$ cat config.mk
export PLATFORM = sky130hd
export DESIGN_NAME = vga_timing_ctrl
export DESIGN_NICKNAME = d
export VERILOG_FILES = /design/src/rtl/vga_timing_ctrl.sv
export SDC_FILE = /design/constraint.sdc
export NUM_CORES = 1
export LEC_CHECK = 0
export BUFFER_PORTS_ARGS = -buffer_cell sky130_fd_sc_hd__buf_2
export CORE_UTILIZATION = 41
export DETAILED_ROUTE_END_ITERATION = 8
export SYNTH_ARGS = -nofsm -noshare
export SYNTH_HDL_FRONTEND = slang
export SYNTH_SLANG_ARGS = --single-unit
$ cat constraint.sdc
create_clock -name clk -period 5.7 [get_ports clk]
set_input_delay 0.57 -clock clk [delete_from_list [all_inputs] [get_ports clk]]
set_output_delay 0.57 -clock clk [all_outputs]
set_load 0.02 [all_outputs]
$ cat src/rtl/vga_timing_ctrl.sv
// vga_timing_ctrl: 1024x768@60 (65 MHz) VGA scan timing generator.
// Produces the pixel/line counters, the blanking and sync strobes, and the
// line/frame markers. Scan-out always starts at (0,0). It stops only after the
// last pixel of a frame.
// Ports:
//   clk, rst       pixel clock, asynchronous active-high reset
//   en             run request (level)
//   running        counters advancing (RUN or STOPPING)
//   hcount/vcount  current pixel column / line
//   hblnk/vblnk    blanking, active-high
//   hsync/vsync    sync strobes at SYNC_ACTIVE level
//   line_start     pulse at hcount==0 while running
//   frame_start    pulse at (0,0) while running
//   frame_cnt      completed frames since reset, wrapping
module vga_timing_ctrl #(
   parameter int unsigned HOR_TOTAL    = 1344,
   parameter int unsigned HBLANK_START = 1024,
   parameter int unsigned HSYNC_START  = 1048,
   parameter int unsigned HSYNC_STOP   = 1184,
   parameter int unsigned VER_TOTAL    = 806,
   parameter int unsigned VBLANK_START = 768,
   parameter int unsigned VSYNC_START  = 771,
   parameter int unsigned VSYNC_STOP   = 777,
   parameter logic        SYNC_ACTIVE  = 1'b0,
   parameter int unsigned FCNT_W       = 16
) (
   input  logic              clk,
   input  logic              rst,
   input  logic              en,
   output logic              running,
   output logic [10:0]       hcount,
   output logic [10:0]       vcount,
   output logic              hblnk,
   output logic              vblnk,
   output logic              hsync,
   output logic              vsync,
   output logic              line_start,
   output logic              frame_start,
   output logic [FCNT_W-1:0] frame_cnt
);

   localparam int unsigned CNT_W = 11;

   localparam logic [CNT_W-1:0] H_LAST   = CNT_W'(HOR_TOTAL - 1);
   localparam logic [CNT_W-1:0] V_LAST   = CNT_W'(VER_TOTAL - 1);
   localparam logic [CNT_W-1:0] H_BLNK_S = CNT_W'(HBLANK_START);
   localparam logic [CNT_W-1:0] H_SYNC_S = CNT_W'(HSYNC_START);
   localparam logic [CNT_W-1:0] H_SYNC_E = CNT_W'(HSYNC_STOP);
   localparam logic [CNT_W-1:0] V_BLNK_S = CNT_W'(VBLANK_START);
   localparam logic [CNT_W-1:0] V_SYNC_S = CNT_W'(VSYNC_START);
   localparam logic [CNT_W-1:0] V_SYNC_E = CNT_W'(VSYNC_STOP);

   typedef enum logic [1:0] {
      IDLE     = 2'd0,
      RUN      = 2'd1,
      STOPPING = 2'd2
   } state_e;

   state_e state_q, state_d;

   logic              running_q, running_d;
   logic [CNT_W-1:0]  hcount_q, hcount_d;
   logic [CNT_W-1:0]  vcount_q, vcount_d;
   logic              hblnk_q, hblnk_d;
   logic              vblnk_q, vblnk_d;
   logic              hsync_q, hsync_d;
   logic              vsync_q, vsync_d;
   logic              line_start_q, line_start_d;
   logic              frame_start_q, frame_start_d;
   logic [FCNT_W-1:0] frame_cnt_q, frame_cnt_d;
   logic              at_end_c;

   // Last pixel of the last line is currently on the outputs.
   assign at_end_c = running_q && (hcount_q == H_LAST) && (vcount_q == V_LAST);

   // State register.
   always_ff @(posedge clk or posedge rst) begin
      if (rst) begin
         state_q <= IDLE;
      end else begin
         state_q <= state_d;
      end
   end

   // Next-state logic; a stop request is honoured only at the frame end.
   always_comb begin
      state_d = state_q;
      unique case (state_q)
         IDLE:     if (en) state_d = RUN;
         RUN:      if (!en) state_d = STOPPING;
         STOPPING: begin
            if (en) begin
               state_d = RUN;
            end else if (at_end_c) begin
               state_d = IDLE;
            end
         end
         default:  state_d = IDLE;
      endcase
   end

   // Output/counter next values, decoded from the next counter values so the
   // strobes line up with hcount/vcount on the same cycle.
   always_comb begin
      // The first cycle after IDLE->RUN has running_q=0, so it shows (0,0).
      running_d   = (state_q != IDLE) && (state_d != IDLE);
      hcount_d    = '0;
      vcount_d    = '0;
      frame_cnt_d = frame_cnt_q;

      if (at_end_c) begin
         frame_cnt_d = frame_cnt_q + FCNT_W'(1);
      end

      if (running_d && running_q) begin
         if (hcount_q == H_LAST) begin
            hcount_d = '0;
            vcount_d = (vcount_q == V_LAST) ? '0 : vcount_q + CNT_W'(1);
         end else begin
            hcount_d = hcount_q + CNT_W'(1);
            vcount_d = vcount_q;
         end
      end

      hblnk_d       = !running_d || (hcount_d >= H_BLNK_S);
      vblnk_d       = !running_d || (vcount_d >= V_BLNK_S);
      hsync_d       = (running_d && (hcount_d >= H_SYNC_S) && (hcount_d < H_SYNC_E))
                      ? SYNC_ACTIVE : ~SYNC_ACTIVE;
      vsync_d       = (running_d && (vcount_d >= V_SYNC_S) && (vcount_d < V_SYNC_E))
                      ? SYNC_ACTIVE : ~SYNC_ACTIVE;
      line_start_d  = running_d && (hcount_d == '0);
      frame_start_d = line_start_d && (vcount_d == '0);
   end

   // Output registers.
   always_ff @(posedge clk or posedge rst) begin
      if (rst) begin
         running_q     <= 1'b0;
         hcount_q      <= '0;
         vcount_q      <= '0;
         hblnk_q       <= 1'b1;
         vblnk_q       <= 1'b1;
         hsync_q       <= ~SYNC_ACTIVE;
         vsync_q       <= ~SYNC_ACTIVE;
         line_start_q  <= 1'b0;
         frame_start_q <= 1'b0;
         frame_cnt_q   <= '0;
      end else begin
         running_q     <= running_d;
         hcount_q      <= hcount_d;
         vcount_q      <= vcount_d;
         hblnk_q       <= hblnk_d;
         vblnk_q       <= vblnk_d;
         hsync_q       <= hsync_d;
         vsync_q       <= vsync_d;
         line_start_q  <= line_start_d;
         frame_start_q <= frame_start_d;
         frame_cnt_q   <= frame_cnt_d;
      end
   end

   assign running     = running_q;
   assign hcount      = hcount_q;
   assign vcount      = vcount_q;
   assign hblnk       = hblnk_q;
   assign vblnk       = vblnk_q;
   assign hsync       = hsync_q;
   assign vsync       = vsync_q;
   assign line_start  = line_start_q;
   assign frame_start = frame_start_q;
   assign frame_cnt   = frame_cnt_q;

endmodule

==> results.py, run 1 <==
metrics = {
    "run_status": {
        "outcome": "complete, no violations",
    },
    "critical_path": {
        "setup.worst_path.class": "reg2reg",
        "cp-start-kind": "register",
        "cp_data_arrival_time_ps": 3010,
        "worst_setup_path_end_kind": "register",
        "cp_max_fo": 16,
        "cp.required_ps": 5880,
    },
    "finish": {
        "diodes": 0,
        "final_util_pct": 49.39,
        "final_nets": 316,
        "layout_common_cells": "buf_2, dfrtp_1, nor2_1",
        "synthToLayoutAreaGrowth_pct": 15.42,
        "final_common_cell": "buf_2",
        "final_layout_size_suffix_gt1_share_pct": 21.94,
        "fin_area_um2": 2959,
        "nFillCells": 563,
    },
    "timing": {
        "fmax_ghz": 0.3527,
        "fin_ws_ps": 2865,
        "setup_violations": 0,
        "whs_ps": 465.2,
        "skew_ps": 7.165,
        "min_period_ps": 2835,
        "tns_ps": 0,
        "fin_crit_sh_pct": 49.73,
        "hold_violations": 0,
        "rsz0062_at_grt": "false",
        "final-max-slew-violation-count": 0,
        "slew_headroom_pct": 34.80,
        "tightest_slew_ps": 976.6,
    },
    "yosys": {
        "ys_warn_count": 0,
        "synth_edf_count": 0,
        "yosysUniqueCellTypes": 54,
        "synthCells": 265,
        "seq_area_frac_synth_pct": 46.07,
        "postSynthAreaPerCell_um2": 9.674,
        "synthArstFlopShare_pct": 100.0,
        "ys_ff_latch": 47,
        "syn_area_um2": 2564,
        "synthesis.nets": 272,
        "synthFlopType": "dfrtp_1",
    },
    "placement": {
        "gp_congestion": 0.8875,
        "dp_hpwl_um": 4030,
        "place_area_um2": 2844,
        "io_buffers": 47,
        "dpl_worst_slack_ps": 2967,
    },
    "pwr": {
        "clkPwrFrac_pct": 38.1,
        "peakVddDrop_mv": 0.1547,
        "power_switching_w": 0.0001652,
        "intPower_w": 0.0004920,
        "pwr-share-seq_pct": 53.3,
        "leakagePower_nw": 1.396,
        "power_density_nw_per_um2": 222.1,
        "swShare_pct": 25.14,
        "power_frac_comb_pct": 8.6,
    },
    "clocking": {
        "cts_buffer_depth": 2,
        "clkSlewWorstSetupHoldPaths_ps": 90,
        "cts-htree-levels": 2,
        "cts_root_buffer": "clkbuf_8",
        "cts_sinks": 47,
        "post-cts-setup-buffers": 0,
        "cts_made_buffers": 5,
        "ctsResizeCount": 0,
        "cts_tree": "yes",
        "cts_hold_buffers": 0,
        "clk_latency_ps": 300,
    },
    "route": {
        "wl_um": 5659,
        "vias": 2077,
        "drt-wirelength-per-cell_um": 14.70,
        "ant_nets": 0,
        "drt-pass1-iter-count": 4,
        "drtIter0Drc": 84,
        "viasPerCell": 5.395,
        "drc_errors": 0,
    },
    "grt": {
        "grt_pass1_vias": 1862,
        "grt_pass1_wl_um": 8983,
        "grt_start_max_net_pins": 48,
        "grt_overflow": 0,
        "antenna_found_initial": 0,
        "grt_usage_pct": 17.76,
    },
    "die": {
        "dieArea_um2": 6573,
        "core_area_um2": 5991,
        "ios": 48,
        "initial_utilization_pct": 42.79,
        "num_rows": 28,
        "die_height_um": 81.08,
        "die_w_um": 81.08,
    },
    "hold_path": {
        "min_path_type": "reg2reg",
    },
    "flow_run": {
        "maxCapViolCount": 0,
    },
}
==> worst max-delay path: stages (launching register included) <==
cell	delay, ps
dfrtp_1	560
nor4b_1	500
nand4_1	300
or4b_2	670
mux2i_1	180
o21ai_0	130
nor4b_1	370
==> cell usage after synthesis (2+ instances only) <==
| cell type | count | area (µm²) |
|---|---|---|
| dfrtp_1 | 43 | 1076 |
| nor2_1 | 37 | 138.9 |
| nor4b_1 | 3 | 26.28 |
| dfstp_2 | 4 | 105.1 |
| nor3b_1 | 2 | 15.01 |
| a21oi_1 | 5 | 25.02 |
| or2_2 | 2 | 12.51 |
| buf_2 | 3 | 15.01 |
| o31ai_1 | 4 | 30.03 |
| and2_1 | 6 | 37.54 |
| xor2_1 | 17 | 148.9 |
| ha_1 | 4 | 50.05 |
| a22o_1 | 2 | 17.52 |
| nand4_1 | 12 | 75.07 |
| clkbuf_1 | 6 | 22.52 |
| inv_1 | 4 | 15.01 |
| or4b_1 | 2 | 20.02 |
| o21ai_0 | 3 | 15.01 |
| and4_1 | 5 | 43.79 |
| nor3_1 | 5 | 25.02 |
| xnor2_1 | 18 | 157.7 |
| a31oi_1 | 2 | 12.51 |
| a21boi_0 | 2 | 15.01 |
| nor2b_1 | 3 | 18.77 |
| nand4b_1 | 2 | 17.52 |
| and3_1 | 9 | 56.30 |
| nand2_1 | 24 | 90.09 |
| nand3_1 | 10 | 50.05 |
==> final timing paths <==
| kind | depth (start not counted) | end | start | slack (ps) |
|---|---|---|---|---|
| setup / recovery | 6 | frame_start$_DFF_PP0_ | hcount[7]$_DFF_PP0_ | 2870 |
| hold / removal | 1 | frame_cnt[15]$_DFFE_PP0P_ | frame_cnt[15]$_DFFE_PP0P_ | 470 |
| setup reg to reg | 6 | frame_start$_DFF_PP0_ | hcount[7]$_DFF_PP0_ | 2870 |
| hold reg to reg | 1 | frame_cnt[15]$_DFFE_PP0P_ | frame_cnt[15]$_DFFE_PP0P_ | 470 |
| max in group asynchronous | 2 | hcount[0]$_DFF_PP0_ | rst | 4610 |
| min in group asynchronous | 2 | frame_cnt[15]$_DFFE_PP0P_ | rst | 490 |
==> kinds of logic (layout without fill, tap and decap cells) <==
group                      count (synthesis)  count (layout)  share of synthesized area, %
AOI/OAI and AO/OA                         33              33                         9.322
adders and majority gates                  4               4                         1.952
muxes                                      2               2                        0.8297
buffers and inverters                     14              59                         2.489
and+or+nand+nor                          130             130                         27.38
xor gates and xnor gates                  35              35                         11.96
DFF                                       47              47                         46.07
==> per-layer routing <==
metal | GRT usage (%) | vias to the layer above | share of wire, %
met5 | 0 | - | 0
met4 | 5.000 | 0 | 1.4
met3 | 2.921 | 7 | 3.0
met2 | 28.07 | 44 | 45
met1 | 24.98 | 995 | 51
li1 | - | 1031 | -
==> metrics by stage <==
stage | cells | power (W)
floorplan | 265 | 0.0003941
global placement | 377 | 0.0004131
detailed placement | 377 | 0.0004136
CTS | 385 | 0.0006665
global route | 385 | 0.0006861
finish | 385 | 0.0006572
==> flip-flops by register name, summed over array words and instances, names as in the netlist, 2 cells and up <==
| signal | cells |
|---|---|
| hcount | 11 |
| frame_cnt | 16 |
| vcount | 11 |
| state_q | 2 |
==> power by group through the flow <==
stage	registers [W]	clock network (W)	logic (W)
global route	0.000351	0.000271	0.0000634
finish	0.000350	0.000250	0.0000566
global placement	0.000356	0	0.0000570
floorplan	0.000366	0	0.0000284
CTS	0.000350	0.000259	0.0000571
detailed placement	0.000357	0	0.0000570
==> layout make-up <==
| class | instances | area [µm²] | area share [%] |
|---|---|---|---|
| clock buffers | 5 | 68.82 | 2.326 |
| clock inverters | 3 | 46.29 | 1.564 |
| inverters | 4 | 15.01 | 0.5074 |
| multi-input cells | 204 | 1319 | 44.57 |
| flip-flops and latches | 47 | 1181 | 39.92 |
| well taps | 75 | 93.84 | 3.171 |
| repair buffers | 47 | 235.2 | 7.949 |
Note: power is estimated with default switching activity, not from simulation.
==> inputs of run 2 (changes only) <==
--- a/config.mk
+++ b/config.mk
@@ -5,6 +5,7 @@
 export SDC_FILE = /design/constraint.sdc
 export NUM_CORES = 1
 export LEC_CHECK = 0
+export ABC_AREA = 1
 export BUFFER_PORTS_ARGS = -buffer_cell sky130_fd_sc_hd__buf_2
 export CORE_UTILIZATION = 41
 export DETAILED_ROUTE_END_ITERATION = 8
==> constraint.sdc (replaced) <==
create_clock -name clk -period 2.5 [get_ports clk]
set_input_delay 0.25 -clock clk [delete_from_list [all_inputs] [get_ports clk]]
set_output_delay 0.25 -clock clk [all_outputs]
set_load 0.02 [all_outputs]
==> run 2 against run 1 <==
  * Synthesized cell count increased by 47%
  * Power is 140% higher
  * Global-route usage increased by 3.3 points
  * Routed wire length up 27%
  * Largest power group unchanged
  * Clock power grew 130%
  * Critical path depth increased by 7
  * Sequential power increased by 140%
  * Utilization increased by 0.053 points
  * Non-clock buffer count up 7
==> results.py, run 2 <==
metrics = {
    "grt": {
        "grt_pass1_wl_um": 12150,
        "antenna_found_initial": 0,
        "grt_start_max_net_pins": 48,
        "grt_overflow": 0,
        "grt_pass1_vias": 2549,
        "grt_usage_pct": 21.11,
    },
    "placement": {
        "io_buffers": 47,
        "gp_congestion": 0.8495,
        "dp_hpwl_um": 5507,
    },
    "hold_path": {
        "min_path_type": "in2async",
    },
    "timing": {
        "tightest_slew_ps": 595.1,
        "tns_ps": 0,
        "skew_ps": 9.344,
        "min_period_ps": 2259,
        "hold_violations": 0,
        "final-max-slew-violation-count": 0,
        "rsz0062_at_grt": "false",
        "setup_violations": 0,
        "fin_crit_sh_pct": 90.37,
        "whs_ps": 88.93,
        "slew_headroom_pct": 60.33,
        "fmax_ghz": 0.4426,
    },
    "yosys": {
        "synthFlopType": "dfrtp_1",
        "yosysMostFrequentCell": "nand2_1",
        "ys_warn_count": 0,
        "synth_top_area_share_pct": 37.44,
        "synth_edf_count": 0,
        "synthCells": 390,
        "syn_area_um2": 2874,
        "synth_common_cells": "nand2_1, inv_1, nor2_1",
        "synthTopCellsByArea": "dfrtp_1, nand2_1, inv_1",
        "synthesis.nets": 397,
        "seq_area_frac_synth_pct": 41.10,
        "synthArstFlopShare_pct": 100.0,
        "ys_ff_latch": 47,
        "synth_largest_area_cell": "dfrtp_1",
        "postSynthAreaPerCell_um2": 7.369,
        "yosysUniqueCellTypes": 36,
    },
    "pwr": {
        "pwr-share-seq_pct": 52.6,
        "peakVddDrop_mv": 0.2221,
        "swShare_pct": 27.40,
        "clkPwrFrac_pct": 35.8,
        "intPower_w": 0.001144,
        "power_density_nw_per_um2": 469.1,
        "power_switching_w": 0.0004317,
        "power_frac_comb_pct": 11.6,
        "leakagePower_nw": 1.813,
    },
    "route": {
        "drt-pass1-iter-count": 4,
        "vias": 2652,
        "wl_um": 7194,
        "drt-wirelength-per-cell_um": 13.27,
        "ant_nets": 0,
        "drc_errors": 0,
        "viasPerCell": 4.893,
        "drtIter0Drc": 111,
    },
    "die": {
        "num_rows": 30,
        "dieArea_um2": 7349,
        "core_area_um2": 6794,
        "initial_utilization_pct": 42.30,
        "die_w_um": 85.73,
        "die_height_um": 85.73,
        "ios": 48,
    },
    "critical_path": {
        "setup.worst_path.class": "reg2reg",
        "cp_data_arrival_time_ps": 2500,
        "cp_top_family": "simple AND/OR/NAND/NOR gates",
        "crit_slowest_cell": "dfrtp_2",
        "critical_path.max_stage_delay_ps": 420,
        "worst_setup_path_end_kind": "register",
        "crit_path_cell_trace": "ha_2 > nand3_2 > nor2_4 > nand2_4 > nor2_4 > nand4_4 > nand3_4 > inv_2 > o21ai_1 > nand2_1 > nor2_1 > nand2_1 > nor2_2",
        "worstPathBufferInverterCount": 1,
        "cp-start-kind": "register",
        "cp_max_fo": 11,
        "cp.required_ps": 2740,
    },
    "clocking": {
        "cts_root_buffer": "clkbuf_8",
        "clkSlewWorstSetupHoldPaths_ps": 100,
        "cts_tree": "yes",
        "cts_buffer_depth": 2,
        "cts_hold_buffers": 0,
        "cts_sinks": 47,
        "ctsResizeCount": 0,
        "cts_made_buffers": 5,
        "clk_latency_ps": 300,
        "post-cts-setup-buffers": 0,
        "cts-htree-levels": 2,
    },
    "finish": {
        "layout_common_cells": "nand2_1, inv_1, nor2_1",
        "largest_reg_flops": 16,
        "synthToLayoutAreaGrowth_pct": 16.89,
        "final_nets": 452,
        "diodes": 0,
        "final_layout_size_suffix_gt1_share_pct": 18.83,
        "final_common_cell": "nand2_1",
    },
    "run_status": {
        "outcome": "complete, no violations",
    },
    "flow_run": {
        "maxCapViolCount": 0,
    },
}
-- run 2: final cells by class --
cell class	instances	area, µm²
Clock buffer	6	72.57
Tap cell	96	120.1
Inverter	68	255.2
Multi-Input combinational cell	269	1404
Sequential cell	47	1182
Clock inverter	2	37.54
Timing Repair Buffer	54	287.8
Fill cell	710	3435
-- run 2: metal layers --
layer  track usage [%]  up-vias  routed length [µm]
met5                 0        -                   0
met4             6.515        0                 112
met3             3.176       10                 238
met2             35.56       60                3506
met1             28.17     1250                3336
li1                  -     1332                   -
-- run 2: cell families after synthesis --
logic type                 share of synthesized area, %
and+or+nand+nor                                   35.70
DFF                                               41.10
buffers and inverters                             10.14
xor gates and xnor gates                          6.966
AOI/OAI and AO/OA                                 4.354
adders and majority gates                         1.741
-- run 2: power groups by stage --
stage	clock network, W	logic, W	registers, W
final	0.000565	0.000182	0.000829
after global routing	0.000600	0.000205	0.000832
after CTS	0.000574	0.000183	0.000828
after detailed placement	0	0.000183	0.000842
after global placement	0	0.000183	0.000840
after floorplan	0	0.000111	0.000861
-- run 2: path summary, 6_finish.rpt --
check,from,to,slack (ps),cells past startpoint
min reg2reg,frame_cnt[9]$_DFFE_PP0P_,frame_cnt[9]$_DFFE_PP0P_,500,1
max in group asynchronous,rst,hcount[0]$_DFF_PP0_,1970,3
min in group clk,en,state_q[1]$_DFF_PP0_,250,4
min,rst,frame_cnt[11]$_DFFE_PP0P_,90,3
max reg2reg,hcount[0]$_DFF_PP0_,frame_start$_DFF_PP0_,240,13
max,hcount[0]$_DFF_PP0_,frame_start$_DFF_PP0_,240,13
-- run 2: worst reg2reg max path: stages, from the launching register on --
cell,delay (ps)
dfrtp_2,420
ha_2,240
nand3_2,150
nor2_4,180
nand2_4,120
nor2_4,140
nand4_4,150
nand3_4,170
inv_2,120
o21ai_1,170
nand2_1,80
nor2_1,100
nand2_1,90
nor2_2,80
-- run 2: metrics by stage --
| stage | utilization (%) | power, W | cell area [µm²] | std cells | worst slack, ps |
|---|---|---|---|---|---|
| floorplan | - | 0.0009717 | 2874 | 390 | 359.6 |
| global placement | 47.77 | 0.001023 | 3246 | 534 | 289.9 |
| detailed placement | 47.77 | 0.001025 | 3246 | 534 | 187.0 |
| CTS | 49.39 | 0.001585 | 3356 | 542 | 170.8 |
| global route | 49.45 | 0.001636 | 3359 | 542 | 14.11 |
| finish | 49.45 | 0.001576 | 3359 | 542 | 240.8 |
